## src/rtl/core_wb_arbiter.sv

```systemverilog
// core_wb_arbiter
//   Shares the two register-file write ports among four writeback sources
//   (ALU A, ALU B, memory, branch). Up to two ready results are granted per
//   cycle. A result that loses arbitration is parked in a one-entry skid
//   buffer for its source, and the source is held off by a registered stall
//   until that entry has been written.
//
//   Ports
//     clk, rst_n              core clock, asynchronous active-low reset
//     wb_alu_a .. wb_mem      source results (wb_line_t, valid when .ready)
//     wr_a, wr_b              registered register-file write ports
//     stall_<src>             registered back-pressure, high while a result
//                             from that source sits in its skid buffer
//
//   Build option
//     CORE_WB_AGING_EN        adds a per-source starvation counter. A source
//                             that has lost STARVE_LIMIT consecutive cycles
//                             becomes urgent and is ranked ahead of the
//                             non-urgent sources. Without it the ranking is
//                             pure fixed priority.

typedef struct packed {
  logic        ready;
  logic [4:0]  rd;
  logic [31:0] data;
} wb_line_t;

module core_wb_arbiter #(
  parameter int unsigned STARVE_LIMIT = 3
) (
  input  logic     clk,
  input  logic     rst_n,
  input  wb_line_t wb_alu_a,
  input  wb_line_t wb_alu_b,
  input  wb_line_t wb_branch,
  input  wb_line_t wb_mem,
  output wb_line_t wr_a,
  output wb_line_t wr_b,
  output logic     stall_alu_a,
  output logic     stall_alu_b,
  output logic     stall_branch,
  output logic     stall_mem
);

  localparam int N = 4;

  // Index order is the fixed priority, highest first.
  wb_line_t [N-1:0] src_in;
  wb_line_t [N-1:0] cand;
  wb_line_t [N-1:0] pend_q, pend_d;
  wb_line_t         wr_a_q, wr_a_d;
  wb_line_t         wr_b_q, wr_b_d;
  logic [N-1:0]     urgent;
  logic [N-1:0]     grant;
  logic [1:0]       sel_a, sel_b;
  logic             vld_a, vld_b;

  assign src_in[0] = wb_alu_a;
  assign src_in[1] = wb_alu_b;
  assign src_in[2] = wb_mem;
  assign src_in[3] = wb_branch;

  // A parked entry always wins over the live input; while a source is
  // stalled its input lines are not looked at.
  always_comb begin
    for (int i = 0; i < N; i++) begin
      cand[i] = pend_q[i].ready ? pend_q[i] : src_in[i];
    end
  end

  // Two passes over the fixed order: urgent candidates first, then the
  // rest. The first two ready candidates found take port A then port B.
  always_comb begin
    vld_a = 1'b0;
    vld_b = 1'b0;
    sel_a = '0;
    sel_b = '0;
    grant = '0;
    for (int pass = 0; pass < 2; pass++) begin
      for (int i = 0; i < N; i++) begin
        if (cand[i].ready && (urgent[i] == (pass == 0))) begin
          if (!vld_a) begin
            vld_a    = 1'b1;
            sel_a    = 2'(i);
            grant[i] = 1'b1;
          end else if (!vld_b) begin
            vld_b    = 1'b1;
            sel_b    = 2'(i);
            grant[i] = 1'b1;
          end
        end
      end
    end
  end

  always_comb begin
    for (int i = 0; i < N; i++) begin
      pend_d[i] = pend_q[i];
      if (pend_q[i].ready) begin
        if (grant[i]) pend_d[i] = '0;
      end else if (src_in[i].ready && !grant[i]) begin
        pend_d[i] = src_in[i];
      end
    end
    wr_a_d = vld_a ? cand[sel_a] : '0;
    wr_b_d = vld_b ? cand[sel_b] : '0;
  end

  always_ff @(posedge clk or negedge rst_n) begin
    if (!rst_n) begin
      pend_q <= '0;
      wr_a_q <= '0;
      wr_b_q <= '0;
    end else begin
      pend_q <= pend_d;
      wr_a_q <= wr_a_d;
      wr_b_q <= wr_b_d;
    end
  end

`ifdef CORE_WB_AGING_EN
  localparam int unsigned          AGE_W   = $clog2(STARVE_LIMIT + 1);
  localparam logic [AGE_W-1:0]     AGE_MAX = AGE_W'(STARVE_LIMIT);

  logic [N-1:0][AGE_W-1:0] age_q, age_d;

  always_comb begin
    for (int i = 0; i < N; i++) begin
      urgent[i] = (age_q[i] == AGE_MAX);
    end
  end

  // Counts consecutive lost cycles; saturates at the limit so an urgent
  // source stays urgent until it is finally granted.
  always_comb begin
    for (int i = 0; i < N; i++) begin
      age_d[i] = '0;
      if (cand[i].ready && !grant[i]) begin
        age_d[i] = (age_q[i] == AGE_MAX) ? age_q[i] : age_q[i] + AGE_W'(1);
      end
    end
  end

  always_ff @(posedge clk or negedge rst_n) begin
    if (!rst_n) begin
      age_q <= '0;
    end else begin
      age_q <= age_d;
    end
  end
`else
  assign urgent = '0;
`endif

  assign wr_a         = wr_a_q;
  assign wr_b         = wr_b_q;
  assign stall_alu_a  = pend_q[0].ready;
  assign stall_alu_b  = pend_q[1].ready;
  assign stall_mem    = pend_q[2].ready;
  assign stall_branch = pend_q[3].ready;

endmodule

```

## config.mk

```make
export PLATFORM = sky130hd
export DESIGN_NAME = core_wb_arbiter
export DESIGN_NICKNAME = d
export VERILOG_FILES = /design/src/rtl/core_wb_arbiter.sv
export SDC_FILE = /design/constraint.sdc
export NUM_CORES = 1
export LEC_CHECK = 0
export ABC_AREA = 1
export CORE_MARGIN = 2
export CORE_UTILIZATION = 35
export CTS_CLUSTER_DIAMETER = 100
export DETAILED_ROUTE_END_ITERATION = 8
export SYNTH_ARGS = -nofsm -noshare
export SYNTH_HDL_FRONTEND = slang
export SYNTH_SLANG_ARGS = --single-unit
```

## constraint.sdc

```tcl
create_clock -name clk -period 3.27 [get_ports clk]
set_input_delay 0.654 -clock clk [delete_from_list [all_inputs] [get_ports clk]]
set_output_delay 0.654 -clock clk [all_outputs]
set_load 0.02 [all_outputs]
```

==> impl_results.rst, run 1 <==
.. list-table::
   :header-rows: 1

   * - Metric
     - Value
   * - Cell accounting for the most synthesized area
     - sky130_fd_sc_hd__dfrtp_1
   * - Data required time of the critical path
     - 2.62 ns
   * - Chain of cells forming the critical path
     - clkdlybuf4s50_1
   * - Slew HR
     - 46.8%
   * - Post_cts resized
     - 0
   * - Placeable core region
     - 33,600 sq um
   * - Post-synthesis instance area
     - 12,000 sq um
   * - IO Pins
     - 234
   * - Area of the die
     - 35,600 sq um
   * - Number of distinct library cells after synthesis
     - 24
   * - DRT iter0 DRCs
     - 865
   * - Hold-fix buffers, CTS
     - 0
   * - TritonCTS clock tree
     - done
   * - Number of antenna violations at the first check in global routing
     - 1
   * - Number of synthesized register bits
     - 228
   * - Worst setup EP type
     - output port
   * - Post-detailed-route count of antenna-violating nets
     - 0
   * - Aggregate global routing overflow
     - 0
   * - Worst Path Arrival
     - 2.07 ns
   * - First-pass GRT wire length
     - 64,800 um
   * - Ratio of cells with drive above 1 in the final layout
     - 5.70%
   * - Crit path launch type
     - register
   * - Top fanout value on the critical path
     - 42
   * - Crit path buf inv count
     - 1
   * - Worst vdd rail ir drop
     - 0.369 mV
   * - Final Hold Violating Endpoints
     - 0
   * - Horizontal die dimension
     - 189 um
   * - Cts bufs inserted
     - 26
   * - Net load switching power
     - 0.00280 W
   * - Fin crit share
     - 83.2%
   * - Cell row count
     - 67
   * - Total wirelength of the detailed-routed design
     - 42,400 um
   * - Post-Route Setup TNS
     - 0 ns
   * - Cell family with most CP delay
     - flip-flops
   * - CTS H-Tree Depth
     - 1
   * - Number of remaining DRC errors
     - 0
   * - Layout Nets
     - 2,015
   * - Sequential Power Share
     - 38.8%
   * - Gp weighted congestion
     - 0.882
   * - Power per standard cell area
     - 552 nW/um^2
   * - Sink Count
     - 228
   * - Result of the run
     - completed
   * - Number of buffers added for setup after CTS
     - 0
   * - Root buffer selected by CTS
     - sky130_fd_sc_hd__clkbuf_16
   * - Clock-pin transition on the worst setup and hold timing paths
     - 0.06 ns
   * - Height of the chip
     - 189 um
   * - Layout overhead on the synthesized area
     - 31.0%
   * - Top cells by area, synth
     - sky130_fd_sc_hd__dfrtp_1 48%, sky130_fd_sc_hd__nand2_1 10%, sky130_fd_sc_hd__nand3_1 9.6%
   * - Post-synthesis cell count
     - 1,669
   * - Clock power frac
     - 34.9%
   * - Pin slew with the least headroom to its limit
     - 0.798 ns
   * - Final setup skew
     - 0.0130 ns
   * - Leakage
     - 7.35 nW
   * - Smallest setup slack after layout
     - 0.550 ns
   * - Synthesized area per cell
     - 7.16 sq um
   * - Final count of pins violating max slew
     - 0
   * - GRT Total Usage
     - 23.5%
   * - Number of global-route vias before repair
     - 11,400
   * - Area share of the largest cell type after synthesis
     - 47.7%
   * - Drt via density
     - 4.96
   * - Final HPWL DP
     - 30,300 um
   * - Setup slack after placement
     - 0.245 ns
   * - Total via count in the routed design
     - 11,500
   * - Max Root-Sink Buffers
     - 3
   * - Largest net degree at the start of global routing
     - 95
   * - Initial DRT Pass Iterations
     - 5
   * - Internal Dissipation
     - 0.00585 W
   * - Classification of the worst-slack hold path
     - in2async
   * - Seq/Total Area, Yosys
     - 47.7%
   * - Number of warnings printed during yosys synthesis
     - 0
   * - # Max-Cap Violations
     - 0
   * - Switching part of the total
     - 32.3%
   * - Shortest period the worst path allows
     - 2.72 ns
   * - Startpoint-to-endpoint class of the critical path
     - reg2out
   * - Slowest stage delay, CP
     - 0.77 ns
   * - RSZ-0062 raised after global routing
     - no
   * - Setup-violating endpoint count in the final report
     - 0
   * - Combinational share of power
     - 26.3%
   * - Fmax achieved
     - 368 MHz
   * - Critical path's slowest cell
     - sky130_fd_sc_hd__dfrtp_2
   * - Port Buffer Count
     - 233
   * - Source-to-sink clock delay at the later pin of the worst-skew pair
     - 0.54 ns
   * - Starting density of the core
     - 35.6%
   * - Average routed wire per standard cell
     - 18.2 um
-- placed cells by master (no fill, tap or decap), drive strengths merged --
master         instances
nand2                340
nor2                 277
o21ai                237
clkdlybuf4s50        232
nand3                231
dfrtp                228
inv                  162
a21oi                 65
buf                   44
clkbuf                41
clkinv                 6
ha                     5
bufinv                 2
conb                   2
diode                  1
mux2i                  1
nor3                   1
o21a                   1
clkinvlp               1
-- routing by layer --
layer  part of all wire, %  vias to the layer above  routed length, um  global-route usage [%]
met4                   2.4                        0               1010                    5.38
met5                     0                        -                  0                       0
met1                    43                     5433              18200                    30.8
met3                   5.7                       56               2420                    3.61
met2                    49                      365              20800                    41.0
li1                      -                     5677                  -                       -
-- cell type report --
| cell class | instances | area (sq um) |
|---|---|---|
| tap | 448 | 561 |
| clock buffer | 41 | 788 |
| timing repair buffer | 276 | 2760 |
| multi-input combinational | 1160 | 5130 |
| clock inverter | 7 | 91.3 |
| sequential | 228 | 5710 |
| antenna | 1 | 2.50 |
| inverter | 164 | 616 |
| fill | 3363 | 18000 |
-- through the flow --
step | utilization [%] | std cells | hold WS (ns) | instance area, sq um | power (W)
3_5_place_dp | 44.0 | 2276 | 0.460 | 14800 | 0.00568
2_1_floorplan | - | 1670 | 0.358 | 12000 | 0.00458
3_3_place_gp | 44.0 | 2276 | 0.455 | 14800 | 0.00566
4_1_cts | 46.6 | 2324 | 0.204 | 15700 | 0.00870
5_1_grt | 46.6 | 2325 | 0.189 | 15700 | 0.00908
6_report | 46.6 | 2325 | 0.132 | 15700 | 0.00865
-- cell usage after synthesis (all sizes together) --
master / instances
inv: 162
o21a: 1
nor2: 277
mux2i: 1
buf: 45
clkinv: 2
nand3: 231
nand2: 340
o21ai: 237
ha: 5
clkbuf: 73
dfrtp: 228
a21oi: 65
nor3: 1
conb: 1
-- state kept, by name, indices dropped and copies added, names as in the netlist --
signal and count:
pend_q 148, wr_a 38, wr_b 38, stall_alu_a 1, stall_alu_b 1, stall_branch 1
stall_mem 1
-- cell families (layout without fill, tap and decap cells) --
| kind of cell | Yosys count | after routing | share of synthesized area, % |
|---|---|---|---|
| buf+inv | 282 | 488 | 9.44 |
| flops | 228 | 228 | 47.7 |
| other cells | 1 | 3 | 0.0314 |
| compound gates | 303 | 303 | 12.7 |
| mux | 1 | 1 | 0.0838 |
| simple gates | 849 | 849 | 29.4 |
| fa+ha+maj | 5 | 5 | 0.523 |
-- power by group through the flow --
| stage | logic [W] | clock network, W | registers, W |
|---|---|---|---|
| floorplan | 0.00107 | 0 | 0.00352 |
| global placement | 0.00226 | 0 | 0.00340 |
| detailed placement | 0.00228 | 0 | 0.00339 |
| CTS | 0.00230 | 0.00305 | 0.00335 |
| global route | 0.00252 | 0.00318 | 0.00338 |
| finish | 0.00228 | 0.00302 | 0.00335 |
-- worst paths after layout --
path                                         from                      to  slack, ns  depth (start not counted)
hold reg to reg            pend_q[20]$_DFFE_PN0P_  pend_q[20]$_DFFE_PN0P_       0.47                          2
setup / recovery           stall_branch$_DFF_PN0_            stall_branch       0.55                          1
hold / removal                              rst_n  pend_q[62]$_DFFE_PN0P_       0.13                          1
setup reg to reg           stall_branch$_DFF_PN0_       wr_a[8]$_DFF_PN0_       0.75                          8
min in group clk           pend_q[20]$_DFFE_PN0P_  pend_q[20]$_DFFE_PN0P_       0.47                          2
max in group asynchronous                   rst_n      wr_b[25]$_DFF_PN0_       2.26                          2
Note: power is estimated with default switching activity, not from simulation.
==> inputs of run 2 (changes only) <==
==> constraint.sdc (replaced) <==
create_clock -name clk -period 2.6 [get_ports clk]
set_input_delay 0.52 -clock clk [delete_from_list [all_inputs] [get_ports clk]]
set_output_delay 0.52 -clock clk [all_outputs]
set_load 0.02 [all_outputs]
==> run 2 against run 1 <==
Against the previous run:
- first-iteration DRC count up 7.4%
- via count up 2.5%
- setup slack worse by 0.38 ns
- critical path depth up 1
- highest routed layer unchanged
- final area up 1.9%
- power up 25%
- sequential power up 26%
- clock power up 20%
- combinational power up 29%
- wire length down 0.55%
- critical path type unchanged
- sequential share of layout area down 0.68 points
- largest cell class unchanged
==> impl_results.rst, run 2 (synthesis gave the netlist of run 1 again) <==
.. list-table::
   :header-rows: 1

   * - Metric
     - Value
   * - Shortest period the worst path allows
     - 2.43 ns
   * - Total via count in the routed design
     - 11,800
   * - First-pass GRT wire length
     - 65,100 um
   * - Result of the run
     - completed
   * - Register name with the most flops
     - pend_q
   * - Max Root-Sink Buffers
     - 3
   * - Post-Route Setup TNS
     - 0 ns
   * - Port Buffer Count
     - 233
   * - Critical path's slowest cell
     - sky130_fd_sc_hd__clkdlybuf4s50_1
   * - Area of the die
     - 35,600 sq um
   * - GRT Total Usage
     - 23.5%
   * - Average routed wire per standard cell
     - 18.0 um
   * - Height of the chip
     - 189 um
   * - Fin crit share
     - 93.3%
   * - Power per standard cell area
     - 676 nW/um^2
   * - DRT iter0 DRCs
     - 929
   * - Met3 usage
     - 3.76%
   * - Leading cell type in the layout, fill and taps excluded
     - sky130_fd_sc_hd__nand2_1
   * - Root buffer selected by CTS
     - sky130_fd_sc_hd__clkbuf_16
   * - Placeable core region
     - 33,600 sq um
   * - Cell row count
     - 67
   * - Layout Nets
     - 2,037
   * - Ratio of cells with drive above 1 in the final layout
     - 6.75%
   * - Worst Path Arrival
     - 1.91 ns
   * - Leakage
     - 7.50 nW
   * - Final count of pins violating max slew
     - 0
   * - Data required time of the critical path
     - 2.08 ns
   * - Non-filler instance count after layout
     - 2,345
   * - Classification of the worst-slack hold path
     - in2async
   * - Crit path buf inv count
     - 2
   * - Total wirelength of the detailed-routed design
     - 42,200 um
   * - Number of remaining DRC errors
     - 0
   * - Number of antenna violations at the first check in global routing
     - 0
   * - Antenna diode instance count
     - 0
   * - Source-to-sink clock delay at the later pin of the worst-skew pair
     - 0.55 ns
   * - CTS H-Tree Depth
     - 1
   * - Number of fillers in the final layout
     - 3,339
   * - Initial DRT Pass Iterations
     - 5
   * - Number of buffers added for setup after CTS
     - 0
   * - Worst vdd rail ir drop
     - 0.528 mV
   * - Horizontal die dimension
     - 189 um
   * - Number of cell instances on the worst register-to-register path
     - 13
   * - Drt via density
     - 5.04
   * - Starting density of the core
     - 35.6%
   * - Top fanout value on the critical path
     - 56
   * - Gp weighted congestion
     - 0.926
   * - Logic depth of the worst path, buffers included
     - 2
   * - Sink Count
     - 228
   * - Fmax achieved
     - 412 MHz
   * - Crit path launch type
     - register
   * - Final HPWL DP
     - 30,300 um
   * - Worst hold slack
     - 0.423 ns
   * - Layout overhead on the synthesized area
     - 33.5%
   * - Cell count after placement
     - 2,295
   * - Slew HR
     - 59.3%
   * - Post-detailed-route count of antenna-violating nets
     - 0
   * - IO Pins
     - 234
   * - Met1 layer usage reported by global route
     - 30.5%
   * - Final setup skew
     - 0.0139 ns
   * - Commonest cells after routing, fill and taps aside
     - 333 x sky130_fd_sc_hd__nand2_1, 274 x sky130_fd_sc_hd__nor2_1, 232 x sky130_fd_sc_hd__clkdlybuf4s50_1
   * - RSZ-0062 raised after global routing
     - no
   * - Met2 usage
     - 40.0%
   * - Cts bufs inserted
     - 27
   * - Final Hold Violating Endpoints
     - 0
   * - Tot Pwr
     - 0.0108 W
   * - Cell family with most CP delay
     - buffers and inverters
   * - Most Used Layer, Global Route
     - met2
   * - Startpoint of the worst-slack reg-to-reg timing path
     - stall_alu_b$_DFF_PN0_
   * - Slowest stage delay, CP
     - 0.65 ns
   * - Setup-violating endpoint count in the final report
     - 0
   * - CP startpoint
     - stall_alu_b$_DFF_PN0_
   * - Pin slew with the least headroom to its limit
     - 0.605 ns
   * - Clock-pin transition on the worst setup and hold timing paths
     - 0.06 ns
   * - Startpoint-to-endpoint class of the critical path
     - reg2out
   * - Number of global-route vias before repair
     - 11,600
   * - # Max-Cap Violations
     - 0
   * - TritonCTS clock tree
     - done
   * - Flip-flop count of the largest register, all copies and words added
     - 148
   * - Aggregate global routing overflow
     - 0
   * - Chain of cells forming the critical path
     - buf_16 > clkdlybuf4s50_1
   * - Largest net degree at the start of global routing
     - 113
   * - Worst setup EP type
     - output port
-- run 2: path summary, 6_finish.rpt --
check                                          endpoint  slack, ns
min in group clk                 pend_q[13]$_DFFE_PN0P_       0.47
worst max register to register        wr_a[1]$_DFF_PN0_       0.42
worst max-delay path                        stall_alu_b       0.17
worst min-delay path             pend_q[64]$_DFFE_PN0P_       0.42
max in group asynchronous       pend_q[130]$_DFFE_PN0P_       1.48
worst min register to register   pend_q[13]$_DFFE_PN0P_       0.47
-- run 2: worst reg2reg max path: cells and delay by family, from the launching register on --
| family | cells | cell delay, ns |
|---|---|---|
| compound gates | 1 | 0.15 |
| buf+inv | 4 | 0.59 |
| flops | 1 | 0.52 |
| simple gates | 7 | 0.66 |
| fa+ha+maj | 1 | 0.18 |
-- run 2: power breakdown --
group / leakage, nW / internal (W) / switching, W / total (W)
Combinational: 4.12 / 0.00118 / 0.00177 / 0.00295
Clock: 0.409 / 0.00209 / 0.00154 / 0.00363
Sequential: 2.97 / 0.00398 / 0.000233 / 0.00421
Total: 7.50 / 0.00725 / 0.00353 / 0.0108
-- run 2: final cells by class --
type | instances | area [sq um] | area share, %
tap | 448 | 561 | 3.51
clock buffer | 37 | 743 | 4.66
inverter | 164 | 616 | 3.86
multi-input combinational | 1160 | 5130 | 32.1
sequential | 228 | 5710 | 35.8
timing repair buffer | 297 | 3110 | 19.5
clock inverter | 11 | 88.8 | 0.557
-- run 2: per-stage QoR --
stage / area, sq um / worst slack (ns) / util, %
floorplan: 12000 / 0.392 / -
global placement: 15100 / 0.0123 / 44.9
detailed placement: 15100 / -0.00130 / 44.9
CTS: 15900 / 0.0358 / 47.4
global route: 16000 / 0.105 / 47.5
finish: 16000 / 0.174 / 47.5
-- run 2: per-layer routing --
metal / wire length, um / vias up
met5: 0 / -
met4: 1440 / 0
met3: 2540 / 77
met2: 20700 / 446
met1: 17500 / 5581
li1: - / 5721
-- run 2: timing repair --
item | in CTS | in global routing
gates resized for setup | 0 | 1
hold buffers | 1 | 0
setup endpoints to repair | 0 | 1
hold endpoints to repair | 21 | 0
==> inputs of run 3 (changes only) <==
--- a/config.mk
+++ b/config.mk
@@ -10,6 +10,8 @@
 export CORE_UTILIZATION = 35
 export CTS_CLUSTER_DIAMETER = 100
 export DETAILED_ROUTE_END_ITERATION = 8
+export MAX_ROUTING_LAYER = met4
 export SYNTH_ARGS = -nofsm -noshare
 export SYNTH_HDL_FRONTEND = slang
 export SYNTH_SLANG_ARGS = --single-unit
+export TNS_END_PERCENT = 30
==> run 3 against run 2 <==
Against the previous run:
- global-route usage increased by 0.41 points
- largest cell class unchanged
- highest routed layer unchanged
- critical path depth unchanged
- clock-buffer cell count increased by 3
- largest power group is now the clock network
==> impl_results.rst, run 3 (synthesis gave the netlist of run 1 again) <==
.. list-table::
   :header-rows: 1

   * - Metric
     - Value
   * - Result of the run
     - completed
   * - Top fanout value on the critical path
     - 41
   * - Post-detailed-route count of antenna-violating nets
     - 0
   * - Setup slack after placement
     - -0.163 ns
   * - Layout Nets
     - 2,040
   * - Final core occ
     - 48.2%
   * - Pin slew with the least headroom to its limit
     - 0.623 ns
   * - Height of the chip
     - 189 um
   * - Gp weighted congestion
     - 0.933
   * - # Max-Cap Violations
     - 0
   * - Drt via density
     - 4.98
   * - RSZ-0062 raised after global routing
     - no
   * - Worst Path Arrival
     - 1.97 ns
   * - Root buffer selected by CTS
     - sky130_fd_sc_hd__clkbuf_16
   * - Starting density of the core
     - 35.6%
   * - Max Root-Sink Buffers
     - 3
   * - Fin crit share
     - 95.9%
   * - Number of buffers added for setup after CTS
     - 0
   * - Number of fillers in the final layout
     - 3,318
   * - Register name with the most flops
     - pend_q
   * - Tot Pwr
     - 0.0114 W
   * - Total wirelength of the detailed-routed design
     - 42,000 um
   * - Number of global-route vias before repair
     - 11,500
   * - Shortest period the worst path allows
     - 2.49 ns
   * - Flip-flop count of the largest register, all copies and words added
     - 148
   * - Slowest stage delay, CP
     - 0.69 ns
   * - CTS H-Tree Depth
     - 1
   * - Final setup skew
     - 0.0107 ns
   * - Aggregate global routing overflow
     - 0
   * - Number of remaining DRC errors
     - 0
   * - Setup-violating endpoint count in the final report
     - 0
   * - Final count of pins violating max slew
     - 0
   * - Final HPWL DP
     - 30,300 um
   * - DRT iter0 DRCs
     - 692
   * - Placeable core region
     - 33,600 sq um
   * - First-pass GRT wire length
     - 64,500 um
   * - GRT Total Usage
     - 23.9%
   * - IO Pins
     - 234
   * - Cell row count
     - 67
   * - Smallest setup slack after layout
     - 0.107 ns
   * - Total via count in the routed design
     - 11,700
   * - Horizontal die dimension
     - 189 um
   * - Fmax achieved
     - 401 MHz
   * - Worst setup EP type
     - output port
   * - Initial DRT Pass Iterations
     - 5
   * - Worst vdd rail ir drop
     - 0.482 mV
   * - Worst hold slack
     - 0.468 ns
   * - Crit path launch type
     - register
   * - Port Buffer Count
     - 233
   * - Leading cell type in the layout, fill and taps excluded
     - sky130_fd_sc_hd__nand2_1
   * - Leakage
     - 7.60 nW
   * - Final Hold Violating Endpoints
     - 0
   * - Slew HR
     - 58.0%
   * - Largest net degree at the start of global routing
     - 113
   * - Clock-pin transition on the worst setup and hold timing paths
     - 0.06 ns
   * - Average routed wire per standard cell
     - 17.9 um
   * - Classification of the worst-slack hold path
     - reg2reg
   * - Chain of cells forming the critical path
     - buf_4 > clkdlybuf4s50_1
   * - Power per standard cell area
     - 705 nW/um^2
   * - Data required time of the critical path
     - 2.08 ns
   * - Number of antenna violations at the first check in global routing
     - 0
   * - Startpoint-to-endpoint class of the critical path
     - reg2out
   * - Sink Count
     - 228
   * - Ratio of cells with drive above 1 in the final layout
     - 7.00%
   * - Source-to-sink clock delay at the later pin of the worst-skew pair
     - 0.54 ns
   * - Critical path's slowest cell
     - sky130_fd_sc_hd__clkdlybuf4s50_1
   * - Cts bufs inserted
     - 27
   * - Layout overhead on the synthesized area
     - 35.5%
   * - TritonCTS clock tree
     - done
   * - Antenna diode instance count
     - 0
   * - Commonest cells after routing, fill and taps aside
     - 333 x sky130_fd_sc_hd__nand2_1, 274 x sky130_fd_sc_hd__nor2_1, 232 x sky130_fd_sc_hd__clkdlybuf4s50_1
   * - Area of the die
     - 35,600 sq um
[run 3: cell types whose count changed in the layout (fill, tap and decap cells not counted), moves of 4 or more]
| cell | before | now |
|---|---|---|
| sky130_fd_sc_hd__clkbuf_8 | 3 | 7 |
| sky130_fd_sc_hd__clkinv_2 | 7 | 1 |
| sky130_fd_sc_hd__buf_12 | 20 | 24 |
| sky130_fd_sc_hd__bufinv_16 | 1 | 6 |
[run 3: path summary, 6_finish.rpt]
path / depth (start not counted) / to / slack (ns) / start
max reg2reg: 13 / wr_b[15]$_DFF_PN0_ / 0.37 / stall_alu_b$_DFF_PN0_
min reg2reg: 2 / pend_q[30]$_DFFE_PN0P_ / 0.47 / pend_q[30]$_DFFE_PN0P_
max: 2 / stall_alu_a / 0.11 / stall_alu_a$_DFF_PN0_
max in group asynchronous: 3 / pend_q[83]$_DFFE_PN0P_ / 1.33 / rst_n
min in group asynchronous: 2 / pend_q[27]$_DFFE_PN0P_ / 0.57 / rst_n
min: 2 / pend_q[30]$_DFFE_PN0P_ / 0.47 / pend_q[30]$_DFFE_PN0P_
[run 3: worst max-delay path, delay by kind of cell, from the launching register on]
kind                   cells  cell delay (ns)
buffers and inverters      2             1.09
flip-flops                 1             0.34
[run 3: what timing repair did]
item	4_1_cts	5_1_grt
hold endpoints to repair	42	0
hold buffers	1	0
resized for setup	0	1
setup endpoints to repair	0	1
[run 3: power breakdown]
part / switching (W) / internal (W) / total [W]
clock: 0.00155 / 0.00270 / 0.00425
combinational: 0.00177 / 0.00120 / 0.00297
sequential: 0.000224 / 0.00398 / 0.00420
total: 0.00354 / 0.00788 / 0.0114
[run 3: layout make-up]
| class | instances | area, sq um | area share (%) |
|---|---|---|---|
| inverters | 164 | 616 | 3.80 |
| clock inverters | 9 | 201 | 1.24 |
| multi-input cells | 1160 | 5130 | 31.7 |
| clock buffers | 40 | 795 | 4.91 |
| well taps | 448 | 561 | 3.46 |
| flip-flops and latches | 228 | 5710 | 35.3 |
| repair buffers | 300 | 3180 | 19.6 |
[run 3: stage by stage]
step / TNS [ns] / std cells / cell area (sq um)
floorplan: 0 / 1670 / 12000
global placement: -2.83 / 2298 / 15200
detailed placement: -4.54 / 2298 / 15200
CTS: 0 / 2348 / 16200
global route: 0 / 2349 / 16200
finish: 0 / 2349 / 16200
[run 3: layer usage]
| metal | global-route usage, % | vias up | routed length, um |
|---|---|---|---|
| met5 | - | - | 0 |
| met3 | 3.05 | 57 | 2090 |
| met2 | 40.7 | 378 | 20700 |
| met1 | 30.3 | 5546 | 18100 |
| li1 | - | 5728 | - |
| met4 | 6.04 | 0 | 1060 |
